**src/rtl/fp_pkg.sv**
```systemverilog
// Shared floating-point constants, field offsets and the divider state encoding
// used by the arithmetic datapath blocks.
package fp_pkg;

  localparam int FP_BIAS = 127;
  localparam int EXP_W   = 8;
  localparam int MANT_W  = 23;

  localparam int SIGN_BIT = 31;
  localparam int EXP_MSB  = 30;
  localparam int EXP_LSB  = 23;
  localparam int MANT_MSB = 22;
  localparam int MANT_LSB = 0;

  localparam logic [31:0] FP_INF = 32'h7F80_0000;

  typedef enum logic [1:0] {
    IDLE,
    DIVIDE,
    NORM,
    DONE
  } state_t;

endpackage

```
**src/rtl/fp_divider_if.sv**
```systemverilog
// Operand/result handshake bundle for the sequential floating-point divider.
interface fp_divider_if;

  logic        in_valid;
  logic        in_ready;
  logic [31:0] num1;
  logic [31:0] num2;
  logic        out_valid;
  logic        out_ready;
  logic [31:0] final_quotient;
  logic        div_by_zero;

  modport master (
    output in_valid, num1, num2, out_ready,
    input  in_ready, out_valid, final_quotient, div_by_zero
  );

  modport slave (
    input  in_valid, num1, num2, out_ready,
    output in_ready, out_valid, final_quotient, div_by_zero
  );

endinterface

```
**src/rtl/fp_div_step.sv**
```systemverilog
// One radix-2 restoring division iteration: compare, conditionally subtract,
// then shift the partial remainder left.
module fp_div_step #(
  parameter int SIG_W = 24
) (
  input  logic [SIG_W:0]   i_rem,
  input  logic [SIG_W-1:0] i_div,
  output logic [SIG_W:0]   o_rem,
  output logic             o_qBit
);

  logic [SIG_W:0] w_diff;

  assign o_qBit = (i_rem >= {1'b0, i_div});
  assign w_diff = o_qBit ? (i_rem - {1'b0, i_div}) : i_rem;
  assign o_rem  = w_diff << 1;

endmodule

```
**src/rtl/fp_divider.sv**
```systemverilog
// Sequential single-precision divider: 25 restoring iterations, truncating
// normalisation and wrap-around exponent arithmetic, behind valid/ready.
module fp_divider #(
  parameter int MANT_W = fp_pkg::MANT_W,
  parameter int EXP_W  = fp_pkg::EXP_W,
  parameter int BIAS   = fp_pkg::FP_BIAS
) (
  input logic         clk,
  input logic         rst,
  fp_divider_if.slave bus
);

  import fp_pkg::*;

  localparam int SIG_W = MANT_W + 1;
  localparam int REM_W = MANT_W + 2;

  state_t             r_state;
  state_t             w_nextState;
  logic [REM_W-1:0]   r_rem;
  logic [REM_W-1:0]   r_quot;
  logic [SIG_W-1:0]   r_div;
  logic [4:0]         r_count;
  logic               r_sign;
  logic               r_divZero;
  logic               r_numZero;
  logic [EXP_W-1:0]   r_exp1;
  logic [EXP_W-1:0]   r_exp2;
  logic [31:0]        r_result;
  logic               r_dbz;

  logic               w_accept;
  logic [REM_W-1:0]   w_nextRem;
  logic               w_qBit;
  logic [EXP_W-1:0]   w_expBase;
  logic [EXP_W-1:0]   w_expNorm;
  logic [MANT_W-1:0]  w_mant;
  logic [31:0]        w_normResult;

  assign w_accept           = bus.in_valid & bus.in_ready;
  assign bus.in_ready       = (r_state == IDLE);
  assign bus.out_valid      = (r_state == DONE);
  assign bus.final_quotient = r_result;
  assign bus.div_by_zero    = r_dbz;

  fp_div_step #(.SIG_W(SIG_W)) u_step (
    .i_rem  (r_rem),
    .i_div  (r_div),
    .o_rem  (w_nextRem),
    .o_qBit (w_qBit)
  );

  always_ff @(posedge clk or posedge rst) begin
    if (rst) r_state <= IDLE;
    else     r_state <= w_nextState;
  end

  always_comb begin
    w_nextState = r_state;
    case (r_state)
      IDLE:    if (w_accept) w_nextState = DIVIDE;
      DIVIDE:  if (r_count == 5'd0) w_nextState = NORM;
      NORM:    w_nextState = DONE;
      DONE:    if (bus.out_ready) w_nextState = IDLE;
      default: w_nextState = IDLE;
    endcase
  end

  // Quotient bits shift in MSB-first, so after 25 steps the first bit sits in Q[24].
  always_ff @(posedge clk or posedge rst) begin
    if (rst) begin
      r_rem     <= '0;
      r_quot    <= '0;
      r_div     <= '0;
      r_count   <= '0;
      r_sign    <= 1'b0;
      r_divZero <= 1'b0;
      r_numZero <= 1'b0;
      r_exp1    <= '0;
      r_exp2    <= '0;
      r_result  <= '0;
      r_dbz     <= 1'b0;
    end else begin
      case (r_state)
        IDLE: begin
          if (w_accept) begin
            r_rem     <= {2'b01, bus.num1[MANT_MSB:MANT_LSB]};
            r_div     <= {1'b1, bus.num2[MANT_MSB:MANT_LSB]};
            r_quot    <= '0;
            r_count   <= 5'(REM_W - 1);
            r_sign    <= bus.num1[SIGN_BIT] ^ bus.num2[SIGN_BIT];
            r_exp1    <= bus.num1[EXP_MSB:EXP_LSB];
            r_exp2    <= bus.num2[EXP_MSB:EXP_LSB];
            r_divZero <= (bus.num2[EXP_MSB:EXP_LSB] == '0);
            r_numZero <= (bus.num1[EXP_MSB:0] == '0);
          end
        end
        DIVIDE: begin
          r_rem  <= w_nextRem;
          r_quot <= {r_quot[REM_W-2:0], w_qBit};
          if (r_count != 5'd0) r_count <= r_count - 5'd1;
        end
        NORM: begin
          r_result <= w_normResult;
          r_dbz    <= r_divZero;
        end
        default: ;
      endcase
    end
  end

  // Zero divisor wins over zero dividend; otherwise normalise by the quotient MSB.
  always_comb begin
    w_expBase = r_exp1 - r_exp2 + EXP_W'(BIAS);
    w_expNorm = w_expBase;
    w_mant    = r_quot[MANT_W:1];
    if (!r_quot[REM_W-1]) begin
      w_expNorm = w_expBase - EXP_W'(1);
      w_mant    = r_quot[MANT_W-1:0];
    end
    if (r_divZero)      w_normResult = {r_sign, FP_INF[30:0]};
    else if (r_numZero) w_normResult = {r_sign, 31'b0};
    else                w_normResult = {r_sign, w_expNorm, w_mant};
  end

endmodule

```
**src/flat_wrapper.sv**
```systemverilog
// flat-port wrapper written by rule: the top's interface ports become plain ports
module fp_divider_flat import fp_pkg::*;
#(
  parameter int MANT_W = fp_pkg::MANT_W,
  parameter int EXP_W  = fp_pkg::EXP_W,
  parameter int BIAS   = fp_pkg::FP_BIAS
)
  (clk, rst, bus_in_valid, bus_num1, bus_num2, bus_out_ready, bus_in_ready, bus_out_valid, bus_final_quotient, bus_div_by_zero);
  fp_divider_if bus_i ();
  input logic clk;
  input logic rst;
  input wire logic [$bits(bus_i.in_valid)-1:0] bus_in_valid;
  input wire logic [$bits(bus_i.num1)-1:0] bus_num1;
  input wire logic [$bits(bus_i.num2)-1:0] bus_num2;
  input wire logic [$bits(bus_i.out_ready)-1:0] bus_out_ready;
  output wire logic [$bits(bus_i.in_ready)-1:0] bus_in_ready;
  output wire logic [$bits(bus_i.out_valid)-1:0] bus_out_valid;
  output wire logic [$bits(bus_i.final_quotient)-1:0] bus_final_quotient;
  output wire logic [$bits(bus_i.div_by_zero)-1:0] bus_div_by_zero;
  assign bus_i.in_valid = bus_in_valid;
  assign bus_i.num1 = bus_num1;
  assign bus_i.num2 = bus_num2;
  assign bus_i.out_ready = bus_out_ready;
  assign bus_in_ready = bus_i.in_ready;
  assign bus_out_valid = bus_i.out_valid;
  assign bus_final_quotient = bus_i.final_quotient;
  assign bus_div_by_zero = bus_i.div_by_zero;
  fp_divider #(.MANT_W(MANT_W), .EXP_W(EXP_W), .BIAS(BIAS)) u_core (.clk(clk), .rst(rst), .bus(bus_i));
endmodule
```
**config.mk**
```make
export PLATFORM = sky130hd
export DESIGN_NAME = fp_divider_flat
export DESIGN_NICKNAME = d
export VERILOG_FILES = /design/src/rtl/fp_pkg.sv /design/src/rtl/fp_divider_if.sv /design/src/rtl/fp_div_step.sv /design/src/rtl/fp_divider.sv /design/src/flat_wrapper.sv
export SDC_FILE = /design/constraint.sdc
export NUM_CORES = 1
export LEC_CHECK = 0
export ABC_AREA = 1
export ABC_CLOCK_PERIOD_IN_PS = 13200
export CAP_MARGIN = 30
export CORE_MARGIN = 2
export CORE_UTILIZATION = 55
export DETAILED_ROUTE_END_ITERATION = 16
export DONT_BUFFER_PORTS = 1
export PLACE_DENSITY = 0.8
export SYNTH_ARGS = -nofsm -noshare
export SYNTH_HDL_FRONTEND = slang
export SYNTH_HIERARCHICAL = 1
export SYNTH_SLANG_ARGS = --single-unit
```
**constraint.sdc**
```tcl
create_clock -name clk -period 13.2 [get_ports clk]
set_input_delay 1.98 -clock clk [delete_from_list [all_inputs] [get_ports clk]]
set_output_delay 1.98 -clock clk [all_outputs]
set_load 0.05 [all_outputs]
```
==> summary.md, run 1 <==
| Metric | Value |
|---|---|
| Hold path depth | 2 |
| CORE AREA | approximately 15,000 um2 |
| CTS Buf Count | 17 |
| Reg clk slew, reported paths | around 0.060 ns |
| Largest family of logic cells by synthesized area | simple AND/OR/NAND/NOR gates |
| Critical Path AT | around 4 ns |
| Net switching power | 1.50 mW |
| CP endpoint kind | register |
| DRC | 0 |
| Simple-gate share of the synthesized area | 31.6% |
| CTS Hold Buffers Added | 0 |
| Ant diodes | 0 |
| Post-synth EDFFs | 0 |
| Fraction of synthesized area in multiplexers | 0% |
| Via count | around 7,600 |
| Initial detailed-routing violation count | ~520 |
| Setup Skew | 0.0131 ns |
| Vias/cell | between 5 and 6 |
| GPL Wtd Cong | about 0.92 |
| Yosys top cell area share | between 30% and 40% |
| Most numerous cell on the critical path | nand2_2 |
| Count leader, synth | nand2_1 |
| H-tree depth | 4 |
| Mapped Cells | around 1,200 |
| Post-synth cell types | between 40 and 50 |
| Minimum clock period | roughly 3.6 ns |
| Cells after DPL | between 1,000 and 1,500 |
| Peak supply drop | around 0.15 mV |
| Buffers on Ports | 0 |
| I/O pin count | slightly above 100 |
| Worst-margin pin slew | between 0.9 and 1 ns |
| Total Wirelength | ~20,000 um |
| Avg Synthesized Cell Area | roughly 7 um2 |
| Post-DP HPWL | 14,200 um |
| Combinational share of power | 56.8% |
| Max-Cap Viols | 0 |
| Cell family with most CP delay | simple AND/OR/NAND/NOR gates |
| First-pass GRT wire length | ~33,000 um |
| Startpoint class of the critical path | primary input |
| Post-Synth Adder-Cell Area | about 7% |
| Mapped Nets | approximately 1,300 |
| Hold Crit Class | register to register |
| CP cell instances | nand2_2, o21ai_4, buf_4, nand2_2, inv_1, nand3_1, xor2_1, nand2_1 |
| Clock buffer depth | 2 |
| Fmax | about 0.28 GHz |
| CP Max Fanout | 75 |
| Layout Cells excl Fill | between 1,000 and 1,500 |
| Postcts setup bufs | 0 |
| GR Overflow Total | 0 |
| Post_cts resized | 0 |
| Ranking of synthesized cells by area | dfrtp_1 (39%), nand2_1 (21%), inv_1 (8.1%) |
| Hold path start | u_core/r_div[3]$_DFFE_PP0P_ |
| Worst EP required | approximately 14 ns |
| CTS tree | yes |
| Nets@finish | approximately 1,300 |
| Die Ht | about 130 um |
| GRT Resource Usage Total | ~25% |
| Synthesized cell area | 8510 um2 |
| Seq/Total Area, Yosys | about two fifths |
| Initial Util | 56.2% |
| Rows | 45 |
| Reg2reg end | u_core/r_count[4]$_DFFE_PP0P_ |
| Seq pwr share | around a quarter |
| Final Max Tran Viols | 0 |
| Synth async-reset ratio | between 90% and 100% |
| CP Buf/Inv Count | 2 |
| Switching power share of the total | 51.9% |
| Reg2Reg Launch Point | u_core/r_state[0]$_DFFE_PP0P_ |
| R2R depth | 10 |
| Internal power | around 1.4 mW |
| Syn-to-layout area delta | 7.76% |
| Setup TNS | 0 ns |
| Worst rel slew slack | between 30% and 40% |
| CP max stage delay | 0.61 ns |
| RSZ-0062 raised after global routing | no |
| Synth top cells by count | nand2_1 (466), inv_1 (184), dfrtp_1 (133) |
| Pre-antenna DRT Iters | 5 |
| Clk network pwr share | approximately 17% |
| Clock sink total | between 100 and 150 |
| Clock insertion delay at the later pin of the skew report | about 0.43 ns |
| WL per Instance | approximately 14 um |
| CP max-delay cell | buf_4 |
| Kind of critical path | primary input to register |
| Worst Hold End | u_core/r_div[3]$_DFFE_PP0P_ |
| Pin count of the biggest net entering global routing | 76 |
| PD cells | roughly 320 nW/um2 |
| Status | complete, no violations |
| Synth Area in XOR/XNOR | under 10% |
| Yosys top cell by area | dfrtp_1 |
| Leakage | 4.86 nW |
| Flop2flop setup slack | 9.70 ns |
| Die width | between 100 and 150 um |
| Filler cell count | 1,395 |
| Final-report setup violation count | 0 |
| Final clock period utilization by the worst path | roughly 27% |
| Post-synthesis compound-gate area fraction | under 10% |
| Final hold vios | 0 |
| Vias in the first global route | 7,178 |
| Yosys reg bits | between 100 and 150 |
| Initial antenna violation count | 0 |
| Detail Route Antenna Nets | 0 |
| Dominant synthesized flop cell | dfrtp_1 |
| Clk root buf | clkbuf_16 |
| Synth warn | 6 |
| Full die area | 16,500 um2 |
| Share of post-route cells with drive strength above 1 | between 5 and 6% |
## worst min-delay path, cell delays in order, from the launching register on
cell and delay, ns:
dfrtp_1 0.34, nand2_1 0.05, nand2_1 0.05
## power by group through the flow
stage	Combinational, mW	Sequential (mW)	Clock, mW
floorplan	1.34	0.735	0
global placement	1.58	0.763	0
detailed placement	1.61	0.766	0
CTS	1.63	0.762	0.494
global route	1.88	0.782	0.511
finish	1.64	0.762	0.485
## routing by layer
| layer | wire (um) | part of all wire [%] | global-route usage, % |
|---|---|---|---|
| met4 | 471 | 2.3 | 9.37 |
| met2 | 9100 | 45 | 39.6 |
| met3 | 1030 | 5.1 | 5.11 |
| met5 | 0 | 0 | 0 |
| met1 | 9570 | 47 | 35.3 |
## registers in the layout, summed over array words and instances, names as in the netlist
register                   flops
u_core/r_quot                 25
u_core/r_state                 2
u_core/bus.div_by_zero         1
u_core/r_exp1                  8
u_core/r_numZero               1
u_core/r_divZero               1
u_core/r_exp2                  8
u_core/bus.final_quotient     32
u_core/r_sign                  1
u_core/r_div                  24
u_core/r_rem                  25
u_core/r_count                 5
## metrics by stage
| stage | area [um2] | utilization [%] | power, mW | hold slack (ns) | setup slack [ns] |
|---|---|---|---|---|---|
| final | 9170 | 60.6 | 2.89 | 0.480 | 9.58 |
| after global routing | 9170 | 60.6 | 3.18 | 0.496 | 9.40 |
| after CTS | 9170 | 60.6 | 2.88 | 0.483 | 9.60 |
| after detailed placement | 8570 | 56.6 | 2.38 | 0.462 | 9.22 |
| after global placement | 8570 | 56.6 | 2.34 | 0.460 | 9.26 |
| after floorplan | 8510 | - | 2.08 | 0.440 | 7.67 |
## how the worst max path moves through the flow
stage / start / to / slack (ns) / depth (start not counted)
after global placement: bus_in_valid / u_core/r_count[4]$_DFFE_PP0P_ / 9.26 / 8
final: bus_in_valid / u_core/r_count[4]$_DFFE_PP0P_ / 9.58 / 8
after global routing: bus_in_valid / u_core/r_count[4]$_DFFE_PP0P_ / 9.40 / 8
after detailed placement: bus_in_valid / u_core/r_count[4]$_DFFE_PP0P_ / 9.22 / 8
after CTS: u_core/r_state[0]$_DFFE_PP0P_ / bus_in_ready / 9.60 / 2
after floorplan: rst / u_core/bus.div_by_zero$_DFFE_PP0P_ / 7.67 / 1
## cell type report
class	instances	area [um2]	area share (%)
well taps	188	235	2.56
flip-flops and latches	133	3330	36.3
clock inverters	15	176	1.92
clock buffers	17	425	4.64
repair buffers	5	37.5	0.409
inverters	190	718	7.83
multi-input cells	851	4250	46.3
## cell families after synthesis
kind of cell    count (synthesis)
simple gates                  643
buf+inv                       232
compound gates                145
flops                         133
fa+ha+maj                      46
xor+xnor                       16
other cells                     1
## cells in the final DEF (no fill, tap or decap), types with 2 or more instances in the layout
master,count
nand2_1,466
inv_1,183
dfrtp_1,133
nor2_1,65
o21ai_0,64
nand3_1,44
ha_1,44
nand4_1,36
o22ai_1,25
a21oi_1,23
a31oi_1,23
clkbuf_16,17
xor2_1,14
nor4_1,8
inv_8,7
inv_2,5
buf_4,5
inv_6,4
nor3_1,4
nand3b_1,3
nor2_2,3
nand2_2,3
o21ai_1,3
clkinv_4,2
or2_2,2
o21a_1,2
xnor2_1,2
fa_1,2
nor3_2,2
nand3_4,2
Note: power is estimated with default switching activity, not from simulation.
==> run 2, diff against run 1 <==
--- a/config.mk
+++ b/config.mk
@@ -6,7 +6,7 @@
 export NUM_CORES = 1
 export LEC_CHECK = 0
 export ABC_AREA = 1
-export ABC_CLOCK_PERIOD_IN_PS = 13200
+export ABC_CLOCK_PERIOD_IN_PS = 3800
 export CAP_MARGIN = 30
 export CORE_MARGIN = 2
 export CORE_UTILIZATION = 55
==> constraint.sdc (replaced) <==
create_clock -name clk -period 3.8 [get_ports clk]
set_input_delay 0.57 -clock clk [delete_from_list [all_inputs] [get_ports clk]]
set_output_delay 0.57 -clock clk [all_outputs]
set_load 0.05 [all_outputs]
==> run 2 against run 1 <==
  * Core utilization about the same
  * Register-to-register slack got worse by 8.7 ns
  * Critical path type is now register to register
  * Wire length increased by 4.9%
  * Sequential power increased to 3.5 times the previous value
  * Cell count increased by 0.29%
  * First-iteration DRC count increased by 5.5%
  * Clock power increased to 3.2 times the previous value
  * Setup slack got worse by 8.6 ns
  * Clock skew decreased by 0.0035 ns
  * Count of clock-buffer cells in the layout unchanged
  * Die area unchanged
==> summary.md, run 2 (synthesis results as in run 1) <==
| Metric | Value |
|---|---|
| Status | complete, no violations |
| Initial detailed-routing violation count | 552 |
| Post-layout instance area | 9170 um2 |
| GRT Resource Usage Total | 26.7% |
| DP Worst Slack | around 1.0 ns |
| CP max stage delay | 0.42 ns |
| CP endpoint kind | register |
| Worst EP required | ~4.1 ns |
| Worst-margin pin slew | 0.897 ns |
| Initial antenna violation count | 0 |
| Peak supply drop | between 0.5 and 0.6 mV |
| CORE AREA | between 15,000 and 20,000 um2 |
| Worst rel slew slack | about two fifths |
| Die Ht | around 130 um |
| Final hold vios | 0 |
| Post-DP HPWL | roughly 15,000 um |
| WL per Instance | 15.1 um |
| DRC | 0 |
| Internal power | between 4 and 5 mW |
| CP Max Fanout | 25 |
| Final-report setup violation count | 0 |
| Reg clk slew, reported paths | 0.07 ns |
| Rows | 45 |
| Combinational share of power | 58.0% |
| Vias in the first global route | just over 7,000 |
| H-tree depth | 4 |
| Syn-to-layout area delta | 7.79% |
| Postcts setup bufs | 0 |
| WHS | between 0.15 and 0.2 ns |
| Clock buffer depth | 2 |
| Buffers on Ports | 0 |
| Final clock period utilization by the worst path | between 70% and 80% |
| Post_cts resized | 0 |
| I/O pin count | approximately 100 |
| Leakage | about 5 nW |
| Flop2flop setup slack | 0.96 ns |
| Vias/cell | between 5 and 6 |
| Setup TNS | 0 ns |
| CTS Hold Buffers Added | 0 |
| Initial Util | 56.2% |
| Net switching power | between 5 and 6 mW |
| Clock insertion delay at the later pin of the skew report | ~0.43 ns |
| GPL Wtd Cong | about 0.93 |
| Final setup margin | 0.960 ns |
| Reg2Reg Launch Point | u_core/r_div[2]$_DFFE_PP0P_ |
| CTS Buf Count | 17 |
| R2R depth | 14 |
| Share of post-route cells with drive strength above 1 | 5.35% |
| Pre-antenna DRT Iters | 5 |
| Reg2reg end | u_core/r_rem[5]$_DFFE_PP0P_ |
| Filler cell count | approximately 1,400 |
| CP max-delay cell | nand3_4 |
| Max-Cap Viols | 0 |
| Clk root buf | clkbuf_16 |
| Total Wirelength | 21,200 um |
| Ant diodes | 0 |
| GR Overflow Total | 0 |
| CTS tree | yes |
| Clock sink total | ~130 |
| Setup Skew | a little under 0.01 ns |
| Max FFs per register | 32 |
| Switching power share of the total | between 50% and 60% |
| Die width | around 130 um |
| Pin count of the biggest net entering global routing | 93 |
| Most common cell after layout, fill and taps aside | nand2_1 |
| Final Max Tran Viols | 0 |
| Most frequent cells in the layout | nand2_1 (466), inv_1 (183), dfrtp_1 (133) |
| Via count | 7,641 |
| Fmax | ~0.35 GHz |
| PD cells | approximately 1100 nW/um2 |
| Minimum clock period | between 2 and 3 ns |
| Startpoint class of the critical path | register |
| DP Area | around 8600 um2 |
| Most numerous cell on the critical path | nand2_1 |
| Nets@finish | roughly 1,300 |
| Hold Crit Class | primary input to asynchronous set/reset pin |
| Detail Route Antenna Nets | 0 |
| CP cell instances | inv_1, ha_1, nand2_1, nand2_1, nand2_1, nand2_1, nand2_1, nand3_1, nand3_4, nand3_4, nand2_1, nand2_1, nand2_1, a31oi_1 |
| Seq pwr share | a little over a quarter |
| First-pass GRT wire length | 34,600 um |
| RSZ-0062 raised after global routing | no |
| Clk network pwr share | 15.6% |
| Critical Path AT | 3.18 ns |
| Full die area | 16,500 um2 |
| Kind of critical path | register to register |
[run 2: changes by cell type in the layout (fill, tap and decap cells not counted)]
cell,previous run,this run
inv_8,7,2
buf_4,5,8
inv_6,4,7
clkinvlp_4,1,3
buf_12,0,1
bufinv_16,1,0
clkinv_2,0,1
[run 2: area by class of cell]
type	instances	area, um2	area share (%)
timing repair buffer	9	80.1	0.873
clock inverter	15	138	1.50
tap	188	235	2.56
multi-input combinational	851	4250	46.3
sequential	133	3330	36.3
clock buffer	17	425	4.64
inverter	190	717	7.82
[run 2: worst max path at each step]
| stage | startpoint | to | slack, ns | depth (start not counted) |
|---|---|---|---|---|
| floorplan | rst | u_core/bus.div_by_zero$_DFFE_PP0P_ | 1.58 | 1 |
| global placement | u_core/r_rem[18]$_DFFE_PP0P_ | u_core/r_rem[17]$_DFFE_PP0P_ | 1.13 | 11 |
| detailed placement | u_core/r_state[1]$_DFFE_PP0P_ | u_core/r_rem[7]$_DFFE_PP0P_ | 1.05 | 8 |
| CTS | u_core/r_rem[18]$_DFFE_PP0P_ | u_core/r_rem[5]$_DFFE_PP0P_ | 1.0 | 11 |
| global route | u_core/r_state[1]$_DFFE_PP0P_ | u_core/r_rem[5]$_DFFE_PP0P_ | 0.71 | 8 |
| finish | u_core/r_div[2]$_DFFE_PP0P_ | u_core/r_rem[5]$_DFFE_PP0P_ | 0.96 | 14 |
[run 2: metrics by stage]
step	util [%]	cells	total power, mW
2_1_floorplan	-	1216	7.22
3_3_place_gp	56.9	1371	8.23
3_5_place_dp	56.9	1371	8.38
4_1_cts	60.6	1403	10.0
5_1_grt	60.6	1403	11.0
6_report	60.6	1403	10.1
[run 2: per-layer routing]
| layer | vias up | share of wire, % | GRT usage (%) |
|---|---|---|---|
| li1 | 3821 | - | - |
| met1 | 3534 | 46 | 36.7 |
| met2 | 253 | 45 | 42.1 |
| met3 | 33 | 6.9 | 6.03 |
| met4 | 0 | 1.8 | 8.99 |
| met5 | - | 0 | 0 |
[run 2: power by group through the flow]
stage / Clock (mW) / Combinational, mW / Sequential (mW)
6_report: 1.57 / 5.83 / 2.66
3_3_place_gp: 0 / 5.57 / 2.66
5_1_grt: 1.66 / 6.64 / 2.72
3_5_place_dp: 0 / 5.71 / 2.67
2_1_floorplan: 0 / 4.66 / 2.55
4_1_cts: 1.60 / 5.77 / 2.65
[run 2: worst max-delay path: cells and delay by family (launching register included)]
kind / cells / cell delay [ns]
buf+inv: 1 / 0.07
simple gates: 11 / 1.70
compound gates: 1 / 0.20
flops: 1 / 0.38
fa+ha+maj: 1 / 0.38
